<file path="src/rtl/stream_mux_pkg.sv">
// Shared constants and helpers for the stream multiplexer family.
// Mode encodings and a constant clog2 used to size select/channel indices.
package stream_mux_pkg;

  localparam logic MODE_SELECT = 1'b0;
  localparam logic MODE_RR     = 1'b1;

  // Minimum bits needed to index n items (n >= 2).
  function automatic int clog2(input int n);
    int bits;
    int v;
    bits = 0;
    v    = n - 1;
    while (v > 0) begin
      bits = bits + 1;
      v    = v >> 1;
    end
    return bits;
  endfunction

endpackage

</file>
<file path="src/rtl/rr_pick.sv">
// Rotating find-first: picks the first set req bit after ptr, wrapping modulo CHANNELS.
// Purely combinational so it can be shared by other arbiters.
module rr_pick
  import stream_mux_pkg::*;
#(
  parameter  int CHANNELS = 4,
  localparam int SEL_W    = clog2(CHANNELS)
) (
  input  logic [CHANNELS-1:0] req,
  input  logic [SEL_W-1:0]    ptr,
  output logic [SEL_W-1:0]    gnt_idx,
  output logic                gnt_any
);

  localparam logic [SEL_W-1:0] LAST = SEL_W'(CHANNELS - 1);

  logic [SEL_W-1:0] cur;

  // Walk ptr+1, ptr+2, ... with explicit wrap so non-power-of-2 counts never index past LAST.
  always_comb begin
    gnt_idx = '0;
    gnt_any = 1'b0;
    cur     = ptr;
    for (int k = 0; k < CHANNELS; k++) begin
      cur = (cur == LAST) ? '0 : cur + SEL_W'(1);
      if (!gnt_any && req[cur]) begin
        gnt_any = 1'b1;
        gnt_idx = cur;
      end
    end
  end

endmodule

</file>
<file path="src/rtl/stream_mux_rr.sv">
// N-channel registered stream multiplexer with select or round-robin channel choice.
// Single output register stage: accepts a new word whenever the register is empty or draining.
module stream_mux_rr
  import stream_mux_pkg::*;
#(
  parameter  int WIDTH    = 8,
  parameter  int CHANNELS = 4,
  localparam int SEL_W    = clog2(CHANNELS)
) (
  input  logic                      clk,
  input  logic                      rst_n,
  input  logic [CHANNELS*WIDTH-1:0] in_data,
  input  logic [CHANNELS-1:0]       in_valid,
  output logic [CHANNELS-1:0]       in_ready,
  input  logic                      mode,
  input  logic [SEL_W-1:0]          select,
  output logic [WIDTH-1:0]          out_data,
  output logic [SEL_W-1:0]          out_chan,
  output logic                      out_valid,
  input  logic                      out_ready
);

  logic [WIDTH-1:0] out_data_q, out_data_d;
  logic [SEL_W-1:0] out_chan_q, out_chan_d;
  logic             out_valid_q, out_valid_d;
  logic [SEL_W-1:0] ptr_q, ptr_d;

  logic             load;
  logic             sel_hit;
  logic             grant;
  logic [SEL_W-1:0] gnt_idx;
  logic [WIDTH-1:0] gnt_data;
  logic [SEL_W-1:0] rr_idx;
  logic             rr_any;

  rr_pick #(.CHANNELS(CHANNELS)) u_pick (
    .req     (in_valid),
    .ptr     (ptr_q),
    .gnt_idx (rr_idx),
    .gnt_any (rr_any)
  );

  // Grant selection; an out-of-range select simply never grants.
  always_comb begin
    load    = !out_valid_q || out_ready;
    sel_hit = 1'b0;
    if (int'(select) < CHANNELS) begin
      sel_hit = in_valid[select];
    end
    grant    = (mode == MODE_RR) ? rr_any : sel_hit;
    gnt_idx  = (mode == MODE_RR) ? rr_idx : select;
    gnt_data = '0;
    for (int i = 0; i < CHANNELS; i++) begin
      if (gnt_idx == SEL_W'(i)) begin
        gnt_data = in_data[i*WIDTH +: WIDTH];
      end
    end
    // rst_n gates ready so no producer sees an accept while the register is held in reset.
    in_ready = (rst_n && load && grant) ? (CHANNELS'(1) << gnt_idx) : '0;
  end

  always_comb begin
    out_data_d  = out_data_q;
    out_chan_d  = out_chan_q;
    out_valid_d = out_valid_q;
    ptr_d       = ptr_q;
    if (load) begin
      out_valid_d = grant;
      if (grant) begin
        out_data_d = gnt_data;
        out_chan_d = gnt_idx;
        if (mode == MODE_RR) begin
          ptr_d = gnt_idx;
        end
      end
    end
  end

  // Pointer resets to the last channel so the first round-robin search starts at channel 0.
  always_ff @(posedge clk or negedge rst_n) begin
    if (!rst_n) begin
      out_data_q  <= '0;
      out_chan_q  <= '0;
      out_valid_q <= 1'b0;
      ptr_q       <= SEL_W'(CHANNELS - 1);
    end else begin
      out_data_q  <= out_data_d;
      out_chan_q  <= out_chan_d;
      out_valid_q <= out_valid_d;
      ptr_q       <= ptr_d;
    end
  end

  assign out_data  = out_data_q;
  assign out_chan  = out_chan_q;
  assign out_valid = out_valid_q;

endmodule

</file>
<file path="config.mk">
export PLATFORM = sky130hd
export DESIGN_NAME = stream_mux_rr
export DESIGN_NICKNAME = d
export VERILOG_FILES = /design/src/rtl/stream_mux_pkg.sv /design/src/rtl/rr_pick.sv /design/src/rtl/stream_mux_rr.sv
export SDC_FILE = /design/constraint.sdc
export NUM_CORES = 1
export LEC_CHECK = 0
export CAP_MARGIN = 20
export CORE_MARGIN = 2
export CORE_UTILIZATION = 43
export CTS_BUF_LIST = sky130_fd_sc_hd__clkbuf_8
export CTS_CLUSTER_SIZE = 30
export DETAILED_ROUTE_END_ITERATION = 7
export PLACE_DENSITY = 0.8
export SLEW_MARGIN = 5
export SYNTH_ARGS = -nofsm -noshare
export SYNTH_HDL_FRONTEND = slang
export SYNTH_SLANG_ARGS = --single-unit
</file>
<file path="constraint.sdc">
create_clock -name clk -period 2.45 [get_ports clk]
set_input_delay 0.49 -clock clk [delete_from_list [all_inputs] [get_ports clk]]
set_output_delay 0.49 -clock clk [all_outputs]
set_load 0.01 [all_outputs]
</file>
**After elaboration in Yosys (flattened, before gate mapping)**

Cells that the tools add are included.

- Output and inout bits: 15
- Logic and storage cells: 63
- Flip-flop bits (word level): 13
- Input port bits: 42

- Magnitude comparators: 5
- Add/subtract/negate cells: 4
- Shifts and indexed selects: 1
- Muxes and demuxes: 29
- Equal/unequal tests: 7
- Reduce and logical (&&, ||, !) cells: 13

Operator list:

| kind | count |
|---|---|
| $mux W8 | 4 |
| $mux W2 | 9 |
| $lt A2 B3 Y1 const B | 5 |
| $eq A2 B2 Y1 const B | 6 |
| $bmux W1 S2 | 5 |
| $mux W1 | 10 |
| $add A2 B1 Y2 const B | 4 |
| $logic_and A1 B1 Y1 | 5 |
| $logic_not A1 Y1 | 4 |
| $mux W4 | 1 |
| $shl A1 B2 Y4 const A | 1 |
| $reduce_and A3 Y1 | 1 |
| $eq A2 B1 Y1 const B | 1 |
| $logic_not A2 Y1 | 1 |
| $reduce_and A2 Y1 | 1 |
| $logic_or A1 B1 Y1 | 1 |

**Longest topological paths before layout**

Gate-level depths: netlist of run 1.

- Depth after elaboration: 20
- Mapped depth: 10
- Mapped depth without buffers: 7

**Hierarchy**

A second synthesis of run 1 with hierarchy kept.

- Cells, all modules: 67
- Area, all modules: 930.9 sq um

By module, submodules not included:

| module | seq. area each (sq um) | cells each | area each (sq um) | instances |
|---|---|---|---|---|
| stream_mux_rr | 327.8 | 52 | 823.3 | 1 |
| rr_pick | 0.0 | 15 | 107.6 | 1 |

**Worst setup path before layout of run 1**

OpenSTA, ideal clock, no wires.

- Path kind: flip-flop to output port
- From: register ptr_q[0]
- To: output in_ready[1]
- Path slack: -0.358 ns
- Arrival time: 2.318 ns
- Buffers on the path: 2
- Data required time: 1.960 ns
- Cell stages (with the launch flop): 9
- Cells stage by stage: dfstp_2 -> ha_1 -> buf_4 -> and2_1 -> a311o_1 -> buf_6 -> a21o_1 -> mux2i_1 -> nor3b_1

- Word-level cells in the longest chain between the ends: 17
- Elaborated cells on any way between the ends: 39
- Classes of those cells: add/sub: 4; eq/ne: 4; shift: 1; mux: 23; reduce/logical: 7

RTL lines:

| item | RTL line | source |
|---|---|---|
| start: declaration | stream_mux_rr.sv:26 | `logic [SEL_W-1:0] ptr_q, ptr_d;` |
| start signal: assignment | stream_mux_rr.sv:85 | `ptr_q <= SEL_W'(CHANNELS - 1);` |
| start signal: assignment | stream_mux_rr.sv:90 | `ptr_q <= ptr_d;` |
| $add A2 B1 Y2 or $eq A2 B2 Y1 (tied branches) | rr_pick.sv:25 | `cur = (cur == LAST) ? '0 : cur + SEL_W'(1);` |
| $mux W2 * | rr_pick.sv:25 |  |
| parallel branches: the longest is 14 deep, another holds $add A2 B1 Y2 | n/a |  |
| $mux W4 * | stream_mux_rr.sv:59 | `in_ready = (rst_n && load && grant) ? (CHANNELS'(1) << gnt_idx) : '0;` |
| end: declaration | stream_mux_rr.sv:14 | `output logic [CHANNELS-1:0] in_ready,` |

Every way passes the cells marked *. The select of a mux whose other input is x is not followed.

**Worst setup path after layout of run 1**

- From: register ptr_q[1]
- To: output in_ready[2]

The elaborated chain is that of the path after synthesis.

==> results of run 1 <==
## final cells by class
class | count | share of cell area
multi-input cells | 180 | 0.5037
repair buffers | 98 | 0.3279
flip-flops and latches | 13 | 0.1222
well taps | 48 | 0.02239
clock buffers | 3 | 0.01539
inverters | 5 | 0.006996
clock inverters | 1 | 0.001399
## routing by layer
metal / wire, um / track usage / up-vias
li1: - / - / 1011
met1: 2235 / 0.3408 / 972
met2: 2636 / 0.4369 / 75
met3: 267 / 0.02397 / 7
met4: 84 / 0.08333 / 0
met5: 0 / 0 / -
## cell usage in the layout (no fill, tap or decap), types with 2 or more instances in the layout
cell and n:
clkdlybuf4s50_1 48, buf_4 38, nand2_1 30, nor2_1 23, o21ai_0 17, mux2i_1 16
a31oi_1 15, a221oi_1 14, dfrtp_1 11, o221ai_2 8, inv_1 6, buf_2 5
nand2b_1 3, a21oi_1 3, clkbuf_8 3, dlygate4sd2_1 3, nor2b_1 2, or3_4 2
nor2b_4 2, o211a_1 2, a2bb2oi_1 2, o32ai_2 2, o311a_1 2, a311oi_1 2
nand3_1 2, buf_6 2, buf_12 2, dfstp_2 2
## through the flow
step / cell area, um2 / hold WS (ps) / utilization
6_report: 2683 / 480.4 / 0.7327
5_1_grt: 2683 / 531.2 / 0.7327
4_1_cts: 2658 / 484.1 / 0.7259
3_5_place_dp: 2472 / 469.9 / 0.6753
3_3_place_gp: 2472 / 463.9 / 0.6753
2_1_floorplan: 1674 / 194.4 / -
## sequential cells by signal (all words and copies together), names as in the netlist
name / flops
out_data: 8
ptr_q: 2
out_chan: 2
out_valid: 1
## logic make-up (layout without fill, tap and decap cells)
family | Yosys count | in the layout
AO/OA/AOI/OAI | 82 | 82
multiplexers | 19 | 19
buffers and inverters | 25 | 107
adder cells (fa/ha/maj) | 1 | 1
AND/OR/NAND/NOR | 77 | 77
flip-flops | 13 | 13
XOR/XNOR | 1 | 1
## repair_timing
item	4_1_cts	5_1_grt
setup endpoints to repair	12	13
gates cloned	0	1
buffers inserted	5	0
pin swaps	16	4
resized for setup	43	5
## worst paths after layout
path	startpoint	endpoint	slack (ps)	cells after the start
setup / recovery	ptr_q[1]$_DFFE_PN1P_	in_ready[2]	-500	9
hold / removal	out_chan[0]$_DFFE_PN0P_	out_chan[0]$_DFFE_PN0P_	480	2
setup reg to reg	ptr_q[1]$_DFFE_PN1P_	out_data[0]$_DFFE_PN0P_	-160	8
hold reg to reg	out_chan[0]$_DFFE_PN0P_	out_chan[0]$_DFFE_PN0P_	480	2
max in group asynchronous	rst_n	ptr_q[0]$_DFFE_PN1P_	1590	2
min in group asynchronous	rst_n	out_valid$_DFFE_PN0N_	630	2
## critical path, cell delays in order (launching register included)
cell and delay, ps:
dfstp_2 560, ha_4 170, buf_4 140, or3b_2 450
o311ai_1 100, buf_4 170, a21o_1 180, mux2i_4 120
nor3b_2 180, buf_2 160
## power by group through the flow
stage	clock network, mW	logic (mW)	registers, mW
after floorplan	0	1.10	0.420
after global placement	0	1.89	0.389
after detailed placement	0	1.91	0.389
after CTS	0.187	2.19	0.389
after global routing	0.200	2.42	0.404
final	0.185	2.24	0.391
==> key figures, run 1 <==
Run status
  – Status: complete, but fails checks
  – Failing checks: setup timing

Final layout
  – Area grow syn2layout: 64.04%
  – Layout Nets: 344
  – # fillers: around 300
  – Register Area: 327.8 um2
  – Layout cells sized above 1: 0.2700
  – Finished Layout Cells: 348
  – Multi-input logic area: approximately 0.0014 mm2
  – Diode count: 0

STA
  – Fin. Hold Viols: 0
  – Setup WS post-layout: -500.6 ps
  – Clk_skew: 3.433 ps
  – Min Tclk post-route: 2951 ps
  – RSZ-0062 raised after global routing: true
  – Setup_tns: -3120 ps
  – Worst-Margin Slew: 371.8 ps
  – Max Transition Viols Final: 0
  – Max transition margin: 0.7487
  – # setup viols final: 12
  – FMAX: 338.9 MHz
  – Final Cycle Share: 1.204

Global route
  – Number of global-route vias before repair: around 1900
  – First-pass GRT wire length: roughly 8700 um
  – Total track usage: 0.2569
  – GRT overflow: 0
  – Largest net degree at the start of global routing: 26
  – Initial antenna violation count: 0

Pwr
  – Sw Ratio: 0.4293
  – Pwr dens: 1050 mW/mm2
  – Leak Pwr: 1.134 nW
  – Clock share of power: 0.066
  – Share of power burned in registers: 0.139
  – Int Power: 1.608 mW
  – Overall power: about 2.8 mW
  – Peak VDD IR: 0.0006081 V
  – P_sw: 1.209 mW
  – Logic pwr share: 0.796

Clock tree
  – CTS Buf Count: 3
  – # hold bufs at CTS: 0
  – Max Buffers Root-to-Sink: 2
  – CTS tree: built
  – Root buf cell: clkbuf_8
  – H-tree depth: 1
  – CTS clk-pin slew, worst paths: 60 ps
  – Clk Latency, worst-skew pair: between 200 and 250 ps
  – Clk sinks: 13

Synth
  – Post-synth top cells: 30 x nand2_1, 24 x nor2_1, 18 x o21ai_0, 17 x mux2i_1, 16 x a31oi_1
  – Top cells by area, synth: dfrtp_1 17%, mux2i_1 10%, a221oi_1 8.0%
  – Ys Warns: 0
  – Largest area contributor in the netlist: dfrtp_1
  – Gate Count Post-Synth: between 200 and 250
  – Simple-gate area share of the yosys netlist: 0.2242
  – Cell Area, Synth: approximately 0.0016 mm2
  – Register area share after synthesis: 0.2005
  – Compound-Gate Fraction of Synth Area: 0.3673
  – Multiplexer share of the synthesized area: 0.1247
  – Adder-cell share of the synthesized area: 0.007651
  – Synth Register Bits: 13
  – Asr flop ratio synth: 1.000
  – Mapped Nets: 261
  – Netlist cell types: a little over 50
  – Largest family of logic cells by synthesized area: compound AO/OA/AOI/OAI gates
  – Top cell type's share of synthesized area: 0.1683
  – Dominant synthesized flop cell: dfrtp_1
  – Post-Synth XOR/XNOR Area: 0.005356
  – Most common cell in the synthesized netlist: nand2_1
  – Avg Synthesized Cell Area: 7.501 um2
  – Number of synthesized flops with an enable pin: 0

Routing
  – Initial drt markers: around 120
  – DR vias: 2065
  – Via density per instance: between 5 and 6
  – Antenna Violating Nets Remaining: 0
  – WL/cell: 15.01 um
  – # DRC: 0
  – DR pass1 iterations: 4
  – Total wire length: roughly 5200 um

Place
  – Port bufs: 56
  – Hpwl dp: around 3700 um
  – Pre-CTS setup slack: -994.1 ps
  – Routability cong.: 0.8727
  – Placed Cells: 338

Floorplan
  – DIE AREA: 0.004313 mm2
  – # IOs: 57
  – Die Span Y: 65.67 um
  – Die Wd: between 60 and 70 um
  – Placeable Area: ~0.0037 mm2
  – # rows: 22
  – Initial Util: 0.4467

Setup path
  – Critical Path RT: between 1500 and 2000 ps
  – CP arrival: between 2000 and 2500 ps
  – CP endpoint kind: output pin
  – Peak fanout along the critical path: 6
  – Crit path kind: flop to output pin
  – CP Launch Type: flop

Hold path
  – Hold WC Path Type: flop to flop

Flow run
  – Max-cap viol count: 0
No activity file was read; power rests on OpenSTA's default activity.
==> run 2: changes to the inputs <==
--- a/config.mk
+++ b/config.mk
@@ -11,7 +11,8 @@
 export CTS_BUF_LIST = sky130_fd_sc_hd__clkbuf_8
 export CTS_CLUSTER_SIZE = 30
 export DETAILED_ROUTE_END_ITERATION = 7
-export PLACE_DENSITY = 0.8
+export GPL_TIMING_DRIVEN = 0
+export PLACE_DENSITY_LB_ADDON = 0.1
 export SLEW_MARGIN = 5
 export SYNTH_ARGS = -nofsm -noshare
 export SYNTH_HDL_FRONTEND = slang
==> run 2 against run 1 <==
The flow still finishes with violations (setup timing). Flip-flop and latch count stayed put. Clock-buffer cell count stayed put. Critical path depth is the same. Fmax down 1.7%. Combinational power is essentially flat. Largest cell class unchanged. Largest power group unchanged.
==> key figures, run 2 (same netlist as run 1, synthesis figures left out) <==
Run status
  – Status: complete, but fails checks
  – Failing checks: setup timing

Final layout
  – Area grow syn2layout: 60.52%
  – Layout cells sized above 1: 0.2351 (-0.03491)
  – Diode count: 0 (unchanged)
  – Final Cell Area: 0.002625 mm2 (-2.1%)
  – Layout Nets: 329 (-4.4%)
  – Max reg flops: 8 (unchanged)
  – Finished Layout Cells: 333 (-4.3%)
  – Commonest non-fill, non-tap cell in the layout: clkdlybuf4s50_1
  – Most frequent cells in the layout: 46 x clkdlybuf4s50_1, 30 x nand2_1, 22 x nor2_1, 16 x mux2i_1

STA
  – # setup viols final: 12 (unchanged)
  – Max transition margin: 0.4675 (-0.2812)
  – Min Tclk post-route: 3000 ps (+49.52 ps)
  – Setup WS post-layout: -550.1 ps (-49.52 ps)
  – Setup_tns: -3221 ps (-101.7 ps)
  – Worst-Margin Slew: 798.7 ps (+426.9 ps)
  – Max Transition Viols Final: 0 (unchanged)
  – Clk_skew: 1.981 ps (-1.453 ps)
  – Fin. Hold Viols: 0 (unchanged)
  – Final Cycle Share: 1.225 (+0.02021)
  – FMAX: 333.3 MHz (-1.7%)
  – RSZ-0062 raised after global routing: true
  – Hold_ws: 473.5 ps (-6.857 ps)

Clock tree
  – Clk Latency, worst-skew pair: 250 ps (about the same)
  – CTS Buf Count: 3 (unchanged)
  – CTS clk-pin slew, worst paths: 60 ps (about the same)
  – CTS tree: built
  – Clk sinks: 13 (unchanged)
  – Root buf cell: clkbuf_8
  – Max Buffers Root-to-Sink: 2 (unchanged)
  – # hold bufs at CTS: 0 (unchanged)
  – H-tree depth: 1 (unchanged)

Setup path
  – CP Launch Type: flop
  – Crit path max-delay cell type: dfstp_2
  – CP arrival: 2510 ps (+50 ps)
  – Crit-path leading delay family: compound AO/OA/AOI/OAI gates
  – Cell depth of the worst setup path: 9 (unchanged)
  – Peak fanout along the critical path: 5 (-1)
  – CP endpoint kind: output pin
  – Crit path kind: flop to output pin
  – Critical Path RT: 1960 ps (about the same)
  – CP Buf/Inv Count: 2 (-1)
  – Crit-path max cell delay: 560 ps (about the same)
  – Worst R2R Path Depth: 10 (+2)
  – Worst path cell trace: ha_4 > xnor2_1 > o211a_1 > o32ai_4 > a21o_1 > mux2i_4 > buf_6 > nor3_4 > buf_2

Floorplan
  – DIE AREA: 0.004313 mm2 (unchanged)
  – Die Span Y: 65.67 um (unchanged)
  – Die Wd: 65.67 um (unchanged)
  – # IOs: 57 (unchanged)
  – Initial Util: 0.4467 (unchanged)
  – # rows: 22 (unchanged)
  – Placeable Area: 0.003661 mm2 (unchanged)

Global route
  – First-pass GRT wire length: 8859 um (+1.7%)
  – GRT overflow: 0 (unchanged)
  – Number of global-route vias before repair: 1859 (-3.3%)
  – Initial antenna violation count: 0 (unchanged)
  – Total track usage: 0.2623 (+0.005395)
  – Largest net degree at the start of global routing: 16 (-38%)

Flow run
  – Max-cap viol count: 0 (unchanged)

Routing
  – # DRC: 0 (unchanged)
  – Antenna Violating Nets Remaining: 0 (unchanged)
  – Via density per instance: 6.216 (+4.8%)
  – Total wire length: 5586 um (+6.9%)
  – DR pass1 iterations: 4 (unchanged)
  – Initial drt markers: 129 (+6.6%)
  – DR vias: 2070 (+0.24%)
  – WL/cell: 16.77 um (+12%)

Pwr
  – Peak VDD IR: 0.0005839 V (-4.0%)
  – Leak Pwr: 1.063 nW (-6.2%)
  – Pwr dens: 1080 mW/mm2 (+2.9%)
  – Overall power: 2.835 mW (+0.64%)

Place
  – Hpwl dp: 3823 um (+4.1%)
  – Port bufs: 54 (-3.6%)
  – Area post-placement: 0.002275 mm2 (-8.0%)
  – Placed Cells: 320 (-5.3%)
  – Routability cong.: 0.8024 (-8.1%)

Hold path
  – WHS Path Cells: 2 (unchanged)
  – Hold WC Path Type: flop to flop
==> run 2: changes by cell type in the layout (fill, tap and decap cells not counted), moves of 4 or more <==
cell and change:
clkbuf_1 +7, a221oi_1 -5, o221ai_2 -4, buf_6 +4
a221oi_2 +4, buf_4 -29, o221ai_1 +4
==> run 2: timing repair <==
action / 4_1_cts / 5_1_grt
resized for setup: 51 / 28
buffers inserted: 10 / 2
pin swaps: 11 / 8
setup endpoints to repair: 13 / 14
==> run 2: final timing paths <==
| check | start | endpoint | slack [ps] |
|---|---|---|---|
| setup / recovery | ptr_q[0]$_DFFE_PN1P_ | in_ready[3] | -550 |
| hold / removal | out_chan[0]$_DFFE_PN0P_ | out_chan[0]$_DFFE_PN0P_ | 470 |
| setup reg to reg | ptr_q[0]$_DFFE_PN1P_ | out_data[3]$_DFFE_PN0P_ | -150 |
| hold reg to reg | out_chan[0]$_DFFE_PN0P_ | out_chan[0]$_DFFE_PN0P_ | 470 |
| max in group asynchronous | rst_n | out_data[5]$_DFFE_PN0P_ | 1370 |
| min in group asynchronous | rst_n | out_valid$_DFFE_PN0N_ | 650 |
==> run 2: cell type report <==
type | instances | area, um2
clock inverter | 1 | 3.754
sequential | 13 | 327.8
fill | 309 | 1036
inverter | 5 | 18.77
timing repair buffer | 66 | 635.6
buffer | 17 | 101.3
clock buffer | 3 | 41.29
multi-input combinational | 180 | 1436
tap | 48 | 60.06
==> run 2: metrics by stage <==
step | util | worst slack, ps
CTS | 0.6811 | -524.4
floorplan | - | -148.0
global placement | 0.6213 | -1141
detailed placement | 0.6213 | -1146
global route | 0.7170 | -647.8
finish | 0.7170 | -550.1
==> run 2: power by group <==
part           switching, mW  internal [mW]  total, mW
clock network         0.0851          0.111      0.196
logic                   1.13           1.12       2.25
registers             0.0673          0.324      0.391
==> run 2: worst register-to-register path, cell delays in order, from the launching register on <==
cell and delay [ps]:
dfstp_2 390, buf_2 180, or3b_1 410, a21oi_2 210, o32ai_4 110, buf_4 170, and3_1 180, clkbuf_1 170
buf_6 190, a221oi_2 320, o221ai_2 150
==> run 2: layer usage <==
metal	share of wire	global-route usage	wire, um	vias to the layer above
li1	-	-	-	983
met1	0.40	0.3256	2254	1004
met2	0.53	0.4710	2967	77
met3	0.052	0.04281	291	6
met4	0.013	0.05990	73	0
met5	0	0	0	-
==> run 3: changes to the inputs <==
--- a/config.mk
+++ b/config.mk
@@ -12,7 +12,7 @@
 export CTS_CLUSTER_SIZE = 30
 export DETAILED_ROUTE_END_ITERATION = 7
 export GPL_TIMING_DRIVEN = 0
-export PLACE_DENSITY_LB_ADDON = 0.1
+export PLACE_DENSITY = 0.81
 export SLEW_MARGIN = 5
 export SYNTH_ARGS = -nofsm -noshare
 export SYNTH_HDL_FRONTEND = slang
==> run 3 against run 2 <==
The run still ends with setup timing left. Hold slack improved by 22 ps. Utilization is 0.48 points higher. First-iteration DRC count is 43% higher. Cell area grew 0.67%. Flip-flop and latch count did not move. Non-clock buffer count unchanged. Critical path type unchanged. Largest power group unchanged. Highest routed layer unchanged.
==> key figures, run 3 (same netlist as run 1, synthesis figures left out) <==
Run status
  – Failing checks: setup timing
  – Status: complete, but fails checks

Place
  – Placed Cells: 320 (unchanged)
  – Port bufs: 54 (unchanged)
  – Routability cong.: 0.8006 (-0.22%)
  – Pre-CTS setup slack: -1140 ps (+5.660 ps)
  – Hpwl dp: 3718 um (-2.7%)

Routing
  – # DRC: 0 (unchanged)
  – WL/cell: 16.95 um (+1.1%)
  – Antenna Violating Nets Remaining: 0 (unchanged)
  – Via density per instance: 6.237 (+0.34%)
  – DR vias: 2077 (+0.34%)
  – DR pass1 iterations: 4 (unchanged)
  – Initial drt markers: 184 (+43%)
  – Total wire length: 5646 um (+1.1%)

Setup path
  – CP arrival: 2520 ps (about the same)
  – Worst path cell trace: ha_4 > or3_4 > buf_4 > o311ai_0 > a21o_1 > mux2i_4 > buf_4 > nor3b_2 > buf_2
  – CP Launch Type: flop
  – Peak fanout along the critical path: 6 (+1)
  – Worst path most repeated cell: buf_4
  – CP endpoint kind: output pin
  – Crit path kind: flop to output pin
  – Crit-path max cell delay: 570 ps (about the same)
  – Critical Path RT: 1960 ps (about the same)
  – Crit path max-delay cell type: dfstp_2

Clock tree
  – CTS Buf Count: 3 (unchanged)
  – Clk sinks: 13 (unchanged)
  – # hold bufs at CTS: 0 (unchanged)
  – Clk Latency, worst-skew pair: 240 ps (about the same)
  – H-tree depth: 1 (unchanged)
  – Max Buffers Root-to-Sink: 2 (unchanged)
  – CTS tree: built
  – CTS clk-pin slew, worst paths: 60 ps (about the same)
  – Root buf cell: clkbuf_8

Pwr
  – Peak VDD IR: 0.0004911 V (-16%)
  – Logic pwr share: 0.793 (about the same)
  – Clock share of power: 0.067 (-0.002)
  – Sw Ratio: 0.4580 (+0.006940)
  – P_sw: 1.297 mW (+1.4%)
  – Leak Pwr: 1.066 nW (+0.29%)
  – Share of power burned in registers: 0.140 (+0.002)
  – Int Power: 1.535 mW (-1.4%)
  – Pwr dens: 1072 mW/mm2 (-0.76%)

Global route
  – GR Util met2: 0.4280 (-0.04293)
  – Largest net degree at the start of global routing: 16 (unchanged)
  – Met1 global-route usage: 0.3401 (+0.01451)
  – M3 GR Usage: 0.02397 (-0.01884)
  – First-pass GRT wire length: 8597 um (-3.0%)
  – Total track usage: 0.2495 (-0.01279)
  – GR peak layer: met2
  – GRT overflow: 0 (unchanged)
  – Number of global-route vias before repair: 1858 (-0.054%)
  – Initial antenna violation count: 0 (unchanged)

Floorplan
  – # rows: 22 (unchanged)
  – # IOs: 57 (unchanged)
  – Placeable Area: 0.003661 mm2 (unchanged)
  – DIE AREA: 0.004313 mm2 (unchanged)
  – Die Span Y: 65.67 um (unchanged)
  – Die Wd: 65.67 um (unchanged)
  – Initial Util: 0.4467 (unchanged)

STA
  – Worst-Margin Slew: 796.8 ps (-1.878 ps)
  – FMAX: 332.7 MHz (-0.17%)
  – Setup_tns: -3345 ps (-124.0 ps)
  – # setup viols final: 12 (unchanged)
  – Setup WS post-layout: -555.3 ps (-5.238 ps)
  – RSZ-0062 raised after global routing: true
  – Fin. Hold Viols: 0 (unchanged)
  – Final Cycle Share: 1.227 (+0.002138)
  – Max Transition Viols Final: 0 (unchanged)
  – Min Tclk post-route: 3005 ps (+5.238 ps)
  – Max transition margin: 0.4688 (+0.001252)
  – Clk_skew: 1.388 ps (-0.5929 ps)

Final layout
  – Finished Layout Cells: 333 (unchanged)
  – Area grow syn2layout: 61.59%
  – Max reg flops: 8 (unchanged)
  – Layout Nets: 329 (unchanged)
  – Finished Core Util: 0.7218 (+0.004785)
  – Layout cells sized above 1: 0.2456 (+0.01053)
  – Most frequent cells in the layout: 46 x clkdlybuf4s50_1, 30 x nand2_1, 23 x nor2_1, 16 x a31oi_1, 16 x mux2i_1
  – Diode count: 0 (unchanged)
  – Commonest non-fill, non-tap cell in the layout: clkdlybuf4s50_1
  – # fillers: 283 (-8.4%)

Flow run
  – Max-cap viol count: 0 (unchanged)

Hold path
  – Hold WC Path Type: flop to flop
==> run 3: cell count changes in the layout (fill, tap and decap cells not counted), moves of 2 or more <==
cell	previous run	this run
buf_4	9	11
o221ai_1	4	0
o21ai_1	2	4
a221oi_1	9	5
buf_6	6	4
o221ai_2	4	8
o21ai_0	15	13
a221oi_2	5	7
a221oi_4	1	3
==> run 3: per-stage QoR <==
| stage | cell area [um2] | hold WS, ps | total power [mW] |
|---|---|---|---|
| after floorplan | 1674 | 194.4 | 1.521 |
| after global placement | 2275 | 466.7 | 2.017 |
| after detailed placement | 2275 | 477.1 | 2.035 |
| after CTS | 2414 | 489.2 | 2.441 |
| after global routing | 2643 | 512.4 | 2.998 |
| final | 2643 | 495.6 | 2.833 |
==> run 3: area by class of cell <==
class | instances | area [um2] | area share
plain buffers | 18 | 113.9 | 0.04309
clock buffers | 3 | 41.29 | 0.01563
clock inverters | 1 | 3.754 | 0.001420
inverters | 5 | 18.77 | 0.007102
multi-input cells | 180 | 1461 | 0.5530
flip-flops and latches | 13 | 327.8 | 0.1241
well taps | 48 | 60.06 | 0.02273
repair buffers | 65 | 615.6 | 0.2330
==> run 3: power groups by stage <==
stage | Combinational, mW | Clock (mW) | Sequential, mW
6_report | 2.25 | 0.191 | 0.397
5_1_grt | 2.39 | 0.205 | 0.405
4_1_cts | 1.86 | 0.186 | 0.392
3_5_place_dp | 1.64 | 0 | 0.395
3_3_place_gp | 1.62 | 0 | 0.396
2_1_floorplan | 1.10 | 0 | 0.420
==> run 3: metal layers <==
layer,routed length (um),up-vias
li1,-,984
met1,2355,989
met2,2848,97
met3,394,7
met4,48,0
met5,0,-
==> run 3: critical path, delay by kind of cell, from the launching register on <==
kind	cells	cell delay (ps)
adders and majority gates	1	230
and+or+nand+nor	2	470
muxes	1	110
AOI/OAI and AO/OA	2	410
DFF	1	570
buffers and inverters	3	480
==> run 3: repair_timing <==
item	CTS	global route
pin swaps	8	14
endpoints found under the setup margin	13	14
resized for setup	32	54
setup buffers	8	3
cloned	1	0
==> run 3: final timing paths <==
kind                                              start                 endpoint  cells after the start  slack (ps)
worst max-delay path               ptr_q[0]$_DFFE_PN1P_              in_ready[2]                      9        -560
worst min-delay path            out_data[4]$_DFFE_PN0P_  out_data[4]$_DFFE_PN0P_                      2         500
worst max register to register     ptr_q[0]$_DFFE_PN1P_  out_data[2]$_DFFE_PN0P_                      9        -190
worst min register to register  out_data[4]$_DFFE_PN0P_  out_data[4]$_DFFE_PN0P_                      2         500
max in group asynchronous                         rst_n  out_data[5]$_DFFE_PN0P_                      1        1360
min in group asynchronous                         rst_n    out_valid$_DFFE_PN0N_                      1         660
